File: src/rtl/uart_rx_fifo.sv
// uart_rx_fifo: 8N1 UART receiver (LSB first) feeding a show-ahead byte FIFO.
// RX is synchronised and oversampled OVS times per bit. Each bit is decided by a
// 3-sample majority vote around mid-bit. Short start glitches are rejected, and a
// low stop bit discards the byte with a frame_err pulse.
module uart_rx_fifo #(
    parameter int DIV = 18,
    parameter int OVS = 12,
    parameter int AW  = 2
) (
    input  logic        Clock,
    input  logic        Reset,
    input  logic        RX,
    output logic        rd_valid,
    output logic [7:0]  rd_data,
    input  logic        rd_en,
    output logic [AW:0] count,
    output logic        frame_err,
    output logic        overflow
);

    localparam int DEPTH = 2 ** AW;
    localparam int CW    = (DIV > 1) ? $clog2(DIV) : 1;
    localparam int OW    = $clog2(OVS);

    localparam logic [CW-1:0] FREQ_RELOAD = CW'(DIV - 1);
    localparam logic [OW-1:0] OVS_SAMP_LO = OW'(OVS / 2 - 1);
    localparam logic [OW-1:0] OVS_SAMP_MD = OW'(OVS / 2);
    localparam logic [OW-1:0] OVS_VOTE    = OW'(OVS / 2 + 1);
    localparam logic [OW-1:0] OVS_LAST    = OW'(OVS - 1);
    localparam logic [AW:0]   FULL_CNT    = (AW + 1)'(DEPTH);

    typedef enum logic [1:0] {IDLE, START, DATA, STOP} state_t;

    state_t          state;
    state_t          state_nxt;
    logic            rx_meta;
    logic            rxs;
    logic [CW-1:0]   cnt_freq;
    logic [OW-1:0]   ovs_cnt;
    logic [2:0]      bit_idx;
    logic            samp_lo;
    logic            samp_md;
    logic [7:0]      shift_reg;
    logic            tick;
    logic            vote_tick;
    logic            bit_end;
    logic            vote;
    logic            push_req;
    logic            ferr_req;
    logic            full;
    logic            pop;
    logic            wr_en;
    logic            ovf_req;
    logic [7:0]      mem [DEPTH];
    logic [AW-1:0]   wr_ptr;
    logic [AW-1:0]   rd_ptr;

    function automatic logic maj3(input logic a, input logic b, input logic c);
        return (a & b) | (a & c) | (b & c);
    endfunction

    assign tick      = (state != IDLE) && (cnt_freq == '0);
    assign vote_tick = tick && (ovs_cnt == OVS_VOTE);
    assign bit_end   = tick && (ovs_cnt == OVS_LAST);
    // Third sample is taken live on the vote tick so the decision needs no extra cycle.
    assign vote      = maj3(samp_lo, samp_md, rxs);

    assign push_req  = (state == STOP) && vote_tick && vote;
    assign ferr_req  = (state == STOP) && vote_tick && !vote;
    assign full      = (count == FULL_CNT);
    assign pop       = rd_en && rd_valid;
    // A full FIFO still accepts a byte when a pop frees the slot in the same cycle.
    assign wr_en     = push_req && (!full || pop);
    assign ovf_req   = push_req && full && !pop;

    assign rd_valid  = (count != '0);
    assign rd_data   = mem[rd_ptr];

    // Two-flop synchroniser; idles high so reset never looks like a start bit.
    always_ff @(posedge Clock or negedge Reset) begin
        if (!Reset) begin
            rx_meta <= 1'b1;
            rxs     <= 1'b1;
        end else begin
            rx_meta <= RX;
            rxs     <= rx_meta;
        end
    end

    // Oversample tick divider and tick counter; both parked while the line is idle.
    always_ff @(posedge Clock or negedge Reset) begin
        if (!Reset) begin
            cnt_freq <= '0;
            ovs_cnt  <= '0;
        end else if (state == IDLE) begin
            cnt_freq <= FREQ_RELOAD;
            ovs_cnt  <= '0;
        end else begin
            cnt_freq <= (cnt_freq == '0) ? FREQ_RELOAD : cnt_freq - CW'(1);
            if (tick) begin
                ovs_cnt <= (ovs_cnt == OVS_LAST) ? '0 : ovs_cnt + OW'(1);
            end
        end
    end

    // Mid-bit samples and the LSB-first data shifter.
    always_ff @(posedge Clock) begin
        if (tick && (ovs_cnt == OVS_SAMP_LO)) begin
            samp_lo <= rxs;
        end
        if (tick && (ovs_cnt == OVS_SAMP_MD)) begin
            samp_md <= rxs;
        end
        if ((state == DATA) && vote_tick) begin
            shift_reg <= {vote, shift_reg[7:1]};
        end
    end

    // Receiver state register and data bit index.
    always_ff @(posedge Clock or negedge Reset) begin
        if (!Reset) begin
            state   <= IDLE;
            bit_idx <= '0;
        end else begin
            state <= state_nxt;
            if ((state == START) && bit_end) begin
                bit_idx <= '0;
            end else if ((state == DATA) && bit_end && (bit_idx != 3'd7)) begin
                bit_idx <= bit_idx + 3'd1;
            end
        end
    end

    // Next-state logic; STOP exits on the vote tick to leave half a bit for resync.
    always_comb begin
        state_nxt = state;
        case (state)
            IDLE:    if (!rxs) state_nxt = START;
            START: begin
                if (vote_tick && vote) state_nxt = IDLE;
                else if (bit_end)      state_nxt = DATA;
            end
            DATA:    if (bit_end && (bit_idx == 3'd7)) state_nxt = STOP;
            STOP:    if (vote_tick) state_nxt = IDLE;
            default: state_nxt = IDLE;
        endcase
    end

    // Circular FIFO storage, pointers and occupancy, plus the registered error pulses.
    always_ff @(posedge Clock or negedge Reset) begin
        if (!Reset) begin
            for (int i = 0; i < DEPTH; i++) mem[i] <= 8'h00;
            wr_ptr    <= '0;
            rd_ptr    <= '0;
            count     <= '0;
            frame_err <= 1'b0;
            overflow  <= 1'b0;
        end else begin
            frame_err <= ferr_req;
            overflow  <= ovf_req;
            if (wr_en) begin
                mem[wr_ptr] <= shift_reg;
                wr_ptr      <= wr_ptr + AW'(1);
            end
            if (pop) begin
                rd_ptr <= rd_ptr + AW'(1);
            end
            if (wr_en && !pop) begin
                count <= count + (AW + 1)'(1);
            end else if (!wr_en && pop) begin
                count <= count - (AW + 1)'(1);
            end
        end
    end

endmodule
File: config.mk
export PLATFORM = sky130hd
export DESIGN_NAME = uart_rx_fifo
export DESIGN_NICKNAME = d
export VERILOG_FILES = /design/src/rtl/uart_rx_fifo.sv
export SDC_FILE = /design/constraint.sdc
export NUM_CORES = 1
export LEC_CHECK = 0
export BUFFER_PORTS_ARGS = -buffer_cell sky130_fd_sc_hd__buf_4
export CAP_MARGIN = 20
export CORE_UTILIZATION = 55
export DETAILED_ROUTE_END_ITERATION = 10
export PLACE_DENSITY = 0.84
export RECOVER_POWER = 100
export SYNTH_ARGS = -nofsm -noshare
export SYNTH_HDL_FRONTEND = slang
export SYNTH_SLANG_ARGS = --single-unit
File: constraint.sdc
create_clock -name Clock -period 6.06 [get_ports Clock]
set_input_delay 0 -clock Clock [delete_from_list [all_inputs] [get_ports Clock]]
set_output_delay 0 -clock Clock [all_outputs]
set_load 0.03 [all_outputs]
Word-level counts from Yosys, hierarchy flattened:

Cells that the tools add are included.

* register bits: 67
* ROM bits: 0
* memories kept: 0
* word-level logic and storage cells: 104
* output and inout bits: 14
* input port bits: 4
* bits in latches: 0
* RAM bits: 0

* mux-type cells: 21
* bitwise logic cells: 7
* div/mod/pow operators: 0
* reductions and logical operators: 34
* $mul: 0
* $add $sub $neg: 7
* equality and inequality tests: 14
* shift-type cells: 0
* magnitude comparators: 3

Operator list (count)
* bitwise mux 32 bit: 1
* two-way mux 8 bit: 3
* logical AND 1 bit: 21
* binary-select mux 8 bit (select 2 bit): 1
* demux 8 bit (select 2 bit): 1
* == test 4 x 3 -> 1 bit, second input constant: 3
* two-way mux 3 bit: 4
* two-way mux 4 bit: 3
* two-way mux 2 bit: 5
* two-way mux 5 bit: 2
* case mux 2 bit (4 select lines): 1
* nonzero test 2 bit: 4
* adder 3 x 1 -> 3 bit, second input constant: 2
* == test 3 bit, second input constant: 2
* >= comparator 3 bit, second input constant: 2
* NOT 2 -> 3 bit: 2
* logical NOT 5 bit: 1
* subtractor 5 x 1 -> 5 bit, second input constant: 1
* adder 2 x 1 -> 2 bit, second input constant: 2
* adder 4 x 1 -> 4 bit, second input constant: 1
* == test 2 bit, second input constant: 2
* == test 4 bit, second input constant: 1
* logical NOT 1 bit: 4
* != test 2 bit, second input constant: 2
* 12 further kinds: 15

Logic depth before layout (Yosys ltp):

* depth in word-level cells: 10
* depth in mapped cells: 12
* mapped depth without buffers: 11

Least setup slack after synthesis:

Ideal clock, no wire load.

* path type: flip-flop to flip-flop
* from: reg cnt_freq[0]
* to: reg count[2]
* slack: 3.116 ns
* buffers on the path: 1
* arrival: 2.863 ns
* cell stages (with the launch flop): 13
* library setup time: 0.080 ns
* clock period less this slack: 2.944 ns
* required time: 5.980 ns
* path through: dfrtp_1 > inv_1 > ha_1 > or4b_4 > buf_6 > or4b_4 > nor2_4 > ha_1 > inv_1 > fa_1 > xor2_1 > nor2_1 > xor2_1

* word-level cells in the longest chain between the ends: 9
* elaborated cells between the ends (all ways): 11
* classes of those cells: 1 x mux; 10 x reduce/logical

RTL lines
* start: declaration: line 38 `logic [CW-1:0] cnt_freq;`
* start signal: assignment: line 99 `cnt_freq <= (cnt_freq == '0) ? FREQ_RELOAD : cnt_freq - CW'(1);`
* logical NOT 5 bit *: line 62 `assign tick = (state != IDLE) && (cnt_freq == '0);`
* logical AND 1 bit *: line 62
* logical AND 1 bit *: line 63 `assign vote_tick = tick && (ovs_cnt == OVS_VOTE);`
* logical AND 1 bit * (2 in a row): line 68 `assign push_req = (state == STOP) && vote_tick && vote;`
* logical AND 1 bit *: line 73 `assign wr_en = push_req && (!full || pop);`
* via wr_en: line 52 `logic wr_en;`
* logical NOT 1 bit: line 170 `end else if (!wr_en && pop) begin`
* logical AND 1 bit: line 170
* nonzero test 2 bit (no line)
* end signal: assignment: line 169 `count <= count + (AW + 1)'(1);`
* end signal: assignment: line 171 `count <= count - (AW + 1)'(1);`
* end: declaration: line 16 `output logic [AW:0] count,`

The timed path passes the listed nets; every way through them passes the cells marked *.
A chain may end at the register's enable or synchronous reset.

Final worst setup path:

Ends and elaborated chain as after synthesis.

==> impl.org <==
** Run status
- Outcome :: complete, but fails checks
- Violated checks :: capacitance limit, slew limit

** Clock tree
- Clock tree synthesis selected as its root buffer the cell sky130_fd_sc_hd__clkbuf_8.
- After clock tree synthesis, the setup repair step added 0 buffers.
- Maximum clock path buffer count :: 2
- Clock latency of the later-clocked register in the worst-skew pair :: between 0.3 and 0.4 ns
- After clock tree synthesis, the clock-pin slew on the worst setup and hold paths is 0.07 ns.
- # clock sinks :: 67
- The H-tree was split into 3 levels.
- CTS buffer count :: 9
- Clock tree from TritonCTS :: yes

** Logic synthesis
- Averaged over all synthesized cells, the footprint is approximately 14 µm².
- Synthesis Warnings :: 0
- When the netlist entered floorplanning its net count stood at 235.
- Fraction of registers with async set or reset after synthesis :: 0.8507
- Seq/Total Area, Yosys :: 0.5618
- Post-synthesis register bit count :: 67
- Most area-hungry cell type in the Yosys netlist :: sky130_fd_sc_hd__dfrtp_1
- Top_reg_cell synth :: sky130_fd_sc_hd__dfrtp_1
- Post-Synthesis Cell Area :: between 0.003 and 0.004 mm²
- The netlist uses 45 different library cells.
- The cell count after synthesis came out at about 220.
- Cell types with the highest counts after synthesis :: 55 x sky130_fd_sc_hd__dfrtp_1, 24 x sky130_fd_sc_hd__mux2_1, 14 x sky130_fd_sc_hd__nor2_1, 12 x sky130_fd_sc_hd__ha_1
- Leading cell type by number of instances after synthesis :: sky130_fd_sc_hd__dfrtp_1
- Dominant cells by area after synthesis :: sky130_fd_sc_hd__dfrtp_1 45%, sky130_fd_sc_hd__edfxtp_1 9.8%, sky130_fd_sc_hd__mux2_1 8.8%, sky130_fd_sc_hd__mux4_2 5.9%, sky130_fd_sc_hd__ha_1 4.9%
- Post-synth EDFFs :: 10
- Fraction of synthesized cell area taken by the top area cell type :: 0.4472

** GRT
- Entering global routing, the biggest net connects 58 pins.
- Global-route wire length before repair :: 8763 µm
- For this run, the total global-route usage over all layers was measured as 0.1999.
- The via count of the first global-routing pass is 1,795.
- Total global routing overflow :: 0
- Antenna violations before repair :: 0

** Floorplanning
- Placeable core region :: 0.005238 mm²
- From bottom edge to top edge, the die measures about 77 µm.
- Die outline area :: ~0.0059 mm²
- Pin placement for this block handled 18 I/O pins.
- X dimension of the die :: about 77 µm
- The initial utilization of the core area, before any placement, comes to 0.5877.
- Placement Rows :: 26

** Power
- The worst-case IR drop observed on VDD is around 0.00015 V.
- Power per unit of standard cell area :: 251.1 mW/mm²
- Leakage dissipation :: roughly 0.0016 µW

** Final layout
- 0 antenna diodes ended up in the layout.
- The final layout contains between 200 and 300 nets.
- The filler cells instantiated in the layout total just over 400.
- The area growth from synthesis to layout is 10.20%.
- The register with the most flip-flops in the layout has 32 of them.
- Proportion of layout cells with a drive suffix above 1 :: 0.1626
- The finished cells cover approximately 0.0034 mm².

** Critical path
- STA classifies the critical path endpoint as a flip-flop.
- Data arrival time of the critical path :: 3.52 ns
- Category of the most critical setup path :: reg -> reg
- Critical path origin :: cnt_freq[0]
- Worst reg2reg path startpoint :: cnt_freq[0]
- The worst setup path is launched from a flip-flop.
- Peak fanout along the critical path :: 7
- R2r setup slk :: 2.80 ns
- Critical Path RT :: about 6.3 ns
- Cell count of the worst reg-to-reg path :: 11
- In this run the critical register-to-register path is captured at count[2].
- Critical path endpoint :: count[2]

** Timing
- Final hold violation count :: 0
- Headroom to the max-slew limit came out at -0.9977.
- Part of the cycle the worst path needs :: 0.5377
- Clock skew on the completed layout was measured at between 0.007 and 0.008 ns.
- Setup repair after global routing left no endpoint under its margin.
- Derived from the worst setup path, the maximum achievable clock frequency is 306.9 MHz.
- Fin Setup TNS :: 0 ns
- Final max-slew violation count :: a little under 60
- At the pin with the least slew margin, the transition time is approximately 3 ns.
- After layout, the minimum clock period comes to between 3 and 4 ns.
- Final setup violation count :: 0

** Place
- The placed instances occupy a cell area of 0.003237 mm².
- Detailed placement finished with a half-perimeter wire length of around 3500 µm.
- Port Buffers :: 17
- Routability Congestion :: slightly below 0.8

** Worst hold path
- Path class of the lowest-slack min-delay path :: in -> reg

** Route
- # DRC :: 0
- Iter 0 DRT Violations :: about 100
- DRT Wirelength :: around 5300 µm
- Total number of vias :: about 1,800
- After detailed routing, the average wire length per cell comes to approximately 17 µm.
- Number of nets with antenna violations after routing :: 0
- Router iterations before antenna repair :: 4
- Number of vias per cell after detailed routing :: 5.620

** Job
- Across the run, the number of max-cap violations was 1.
## report_power, final
group          switching [µW]  internal [µW]
registers               0.565            456
clock network             170            214
logic                    8.18           2.49
## worst min path at each step
| stage | startpoint | to | slack (ns) | cells past startpoint |
|---|---|---|---|---|
| floorplan | Reset | asynchronous set/reset pin | -0.30 | 0 |
| global placement | Reset | mem[20] | 0.09 | 1 |
| detailed placement | Reset | mem[19] | 0.1 | 1 |
| CTS | Reset | mem[12] | 0.28 | 2 |
| global route | RX | rx_meta | 0.31 | 2 |
| finish | RX | rx_meta | 0.33 | 2 |
## critical path, stage by stage, from the launching register on
cell	delay (ns)
sky130_fd_sc_hd__dfrtp_1	0.39
sky130_fd_sc_hd__inv_1	0.08
sky130_fd_sc_hd__ha_1	0.17
sky130_fd_sc_hd__or4b_1	0.58
sky130_fd_sc_hd__or4b_1	0.62
sky130_fd_sc_hd__nor2_1	0.27
sky130_fd_sc_hd__ha_1	0.24
sky130_fd_sc_hd__inv_1	0.06
sky130_fd_sc_hd__fa_1	0.37
sky130_fd_sc_hd__xor2_1	0.15
sky130_fd_sc_hd__nor2_1	0.11
sky130_fd_sc_hd__xor2_1	0.14
## placed cells by master, fill, tap and decap left out, types with 3 or more instances in the layout
master	count
sky130_fd_sc_hd__nor2_1	15
sky130_fd_sc_hd__dlygate4sd3_1	3
sky130_fd_sc_hd__clkbuf_1	16
sky130_fd_sc_hd__dfrtp_1	55
sky130_fd_sc_hd__nand2_1	5
sky130_fd_sc_hd__mux4_2	8
sky130_fd_sc_hd__mux2_1	24
sky130_fd_sc_hd__a21oi_1	5
sky130_fd_sc_hd__nand3_1	5
sky130_fd_sc_hd__inv_1	10
sky130_fd_sc_hd__o31ai_1	3
sky130_fd_sc_hd__edfxtp_1	10
sky130_fd_sc_hd__ha_1	12
sky130_fd_sc_hd__and4_1	4
sky130_fd_sc_hd__clkinv_2	3
sky130_fd_sc_hd__o22ai_1	3
sky130_fd_sc_hd__xnor2_1	6
sky130_fd_sc_hd__mux2_2	10
sky130_fd_sc_hd__clkbuf_8	9
## routing by layer
metal / up-vias / share of wire / GRT usage
li1: 843 / - / -
met1: 892 / 0.44 / 0.2502
met2: 34 / 0.51 / 0.3268
met3: 7 / 0.028 / 0.04762
met4: 0 / 0.019 / 0.09615
met5: - / 0 / 0
## area by class of cell
type | count | area [µm²] | area share
clock buffer | 10 | 148.9 | 0.04390
inverter | 10 | 37.54 | 0.01107
sequential | 67 | 1729 | 0.5098
multi-input combinational | 132 | 1221 | 0.3600
tap | 70 | 87.58 | 0.02582
timing repair buffer | 21 | 105.1 | 0.03098
clock inverter | 6 | 62.56 | 0.01844
## repair_timing
item | 4_1_cts | 5_1_grt
resized for setup | 0 | 0
hold buffers | 3 | 0
hold endpoints to repair | 58 | 0
endpoints found under the setup margin | 0 | 0
## cell families after synthesis
kind of cell             synth area share
XOR/XNOR                          0.02277
AO/OA/AOI/OAI                     0.04146
AND/OR/NAND/NOR                    0.1008
flip-flops                         0.5618
buffers and inverters             0.03049
multiplexers                       0.1841
adder cells (fa/ha/maj)           0.05854
## metrics by stage
step / power (µW) / hold WS, ns / worst slack, ns / util / std cells
floorplan: 466.6 / -0.2956 / 3.116 / - / 218
global placement: 475.7 / 0.09319 / 3.106 / 0.6180 / 296
detailed placement: 476.0 / 0.09585 / 2.992 / 0.6180 / 296
CTS: 863.0 / 0.2753 / 2.996 / 0.6641 / 315
global route: 882.9 / 0.3087 / 2.456 / 0.6476 / 316
finish: 851.9 / 0.3284 / 2.801 / 0.6476 / 316
Power figures use the tool's default switching activity.
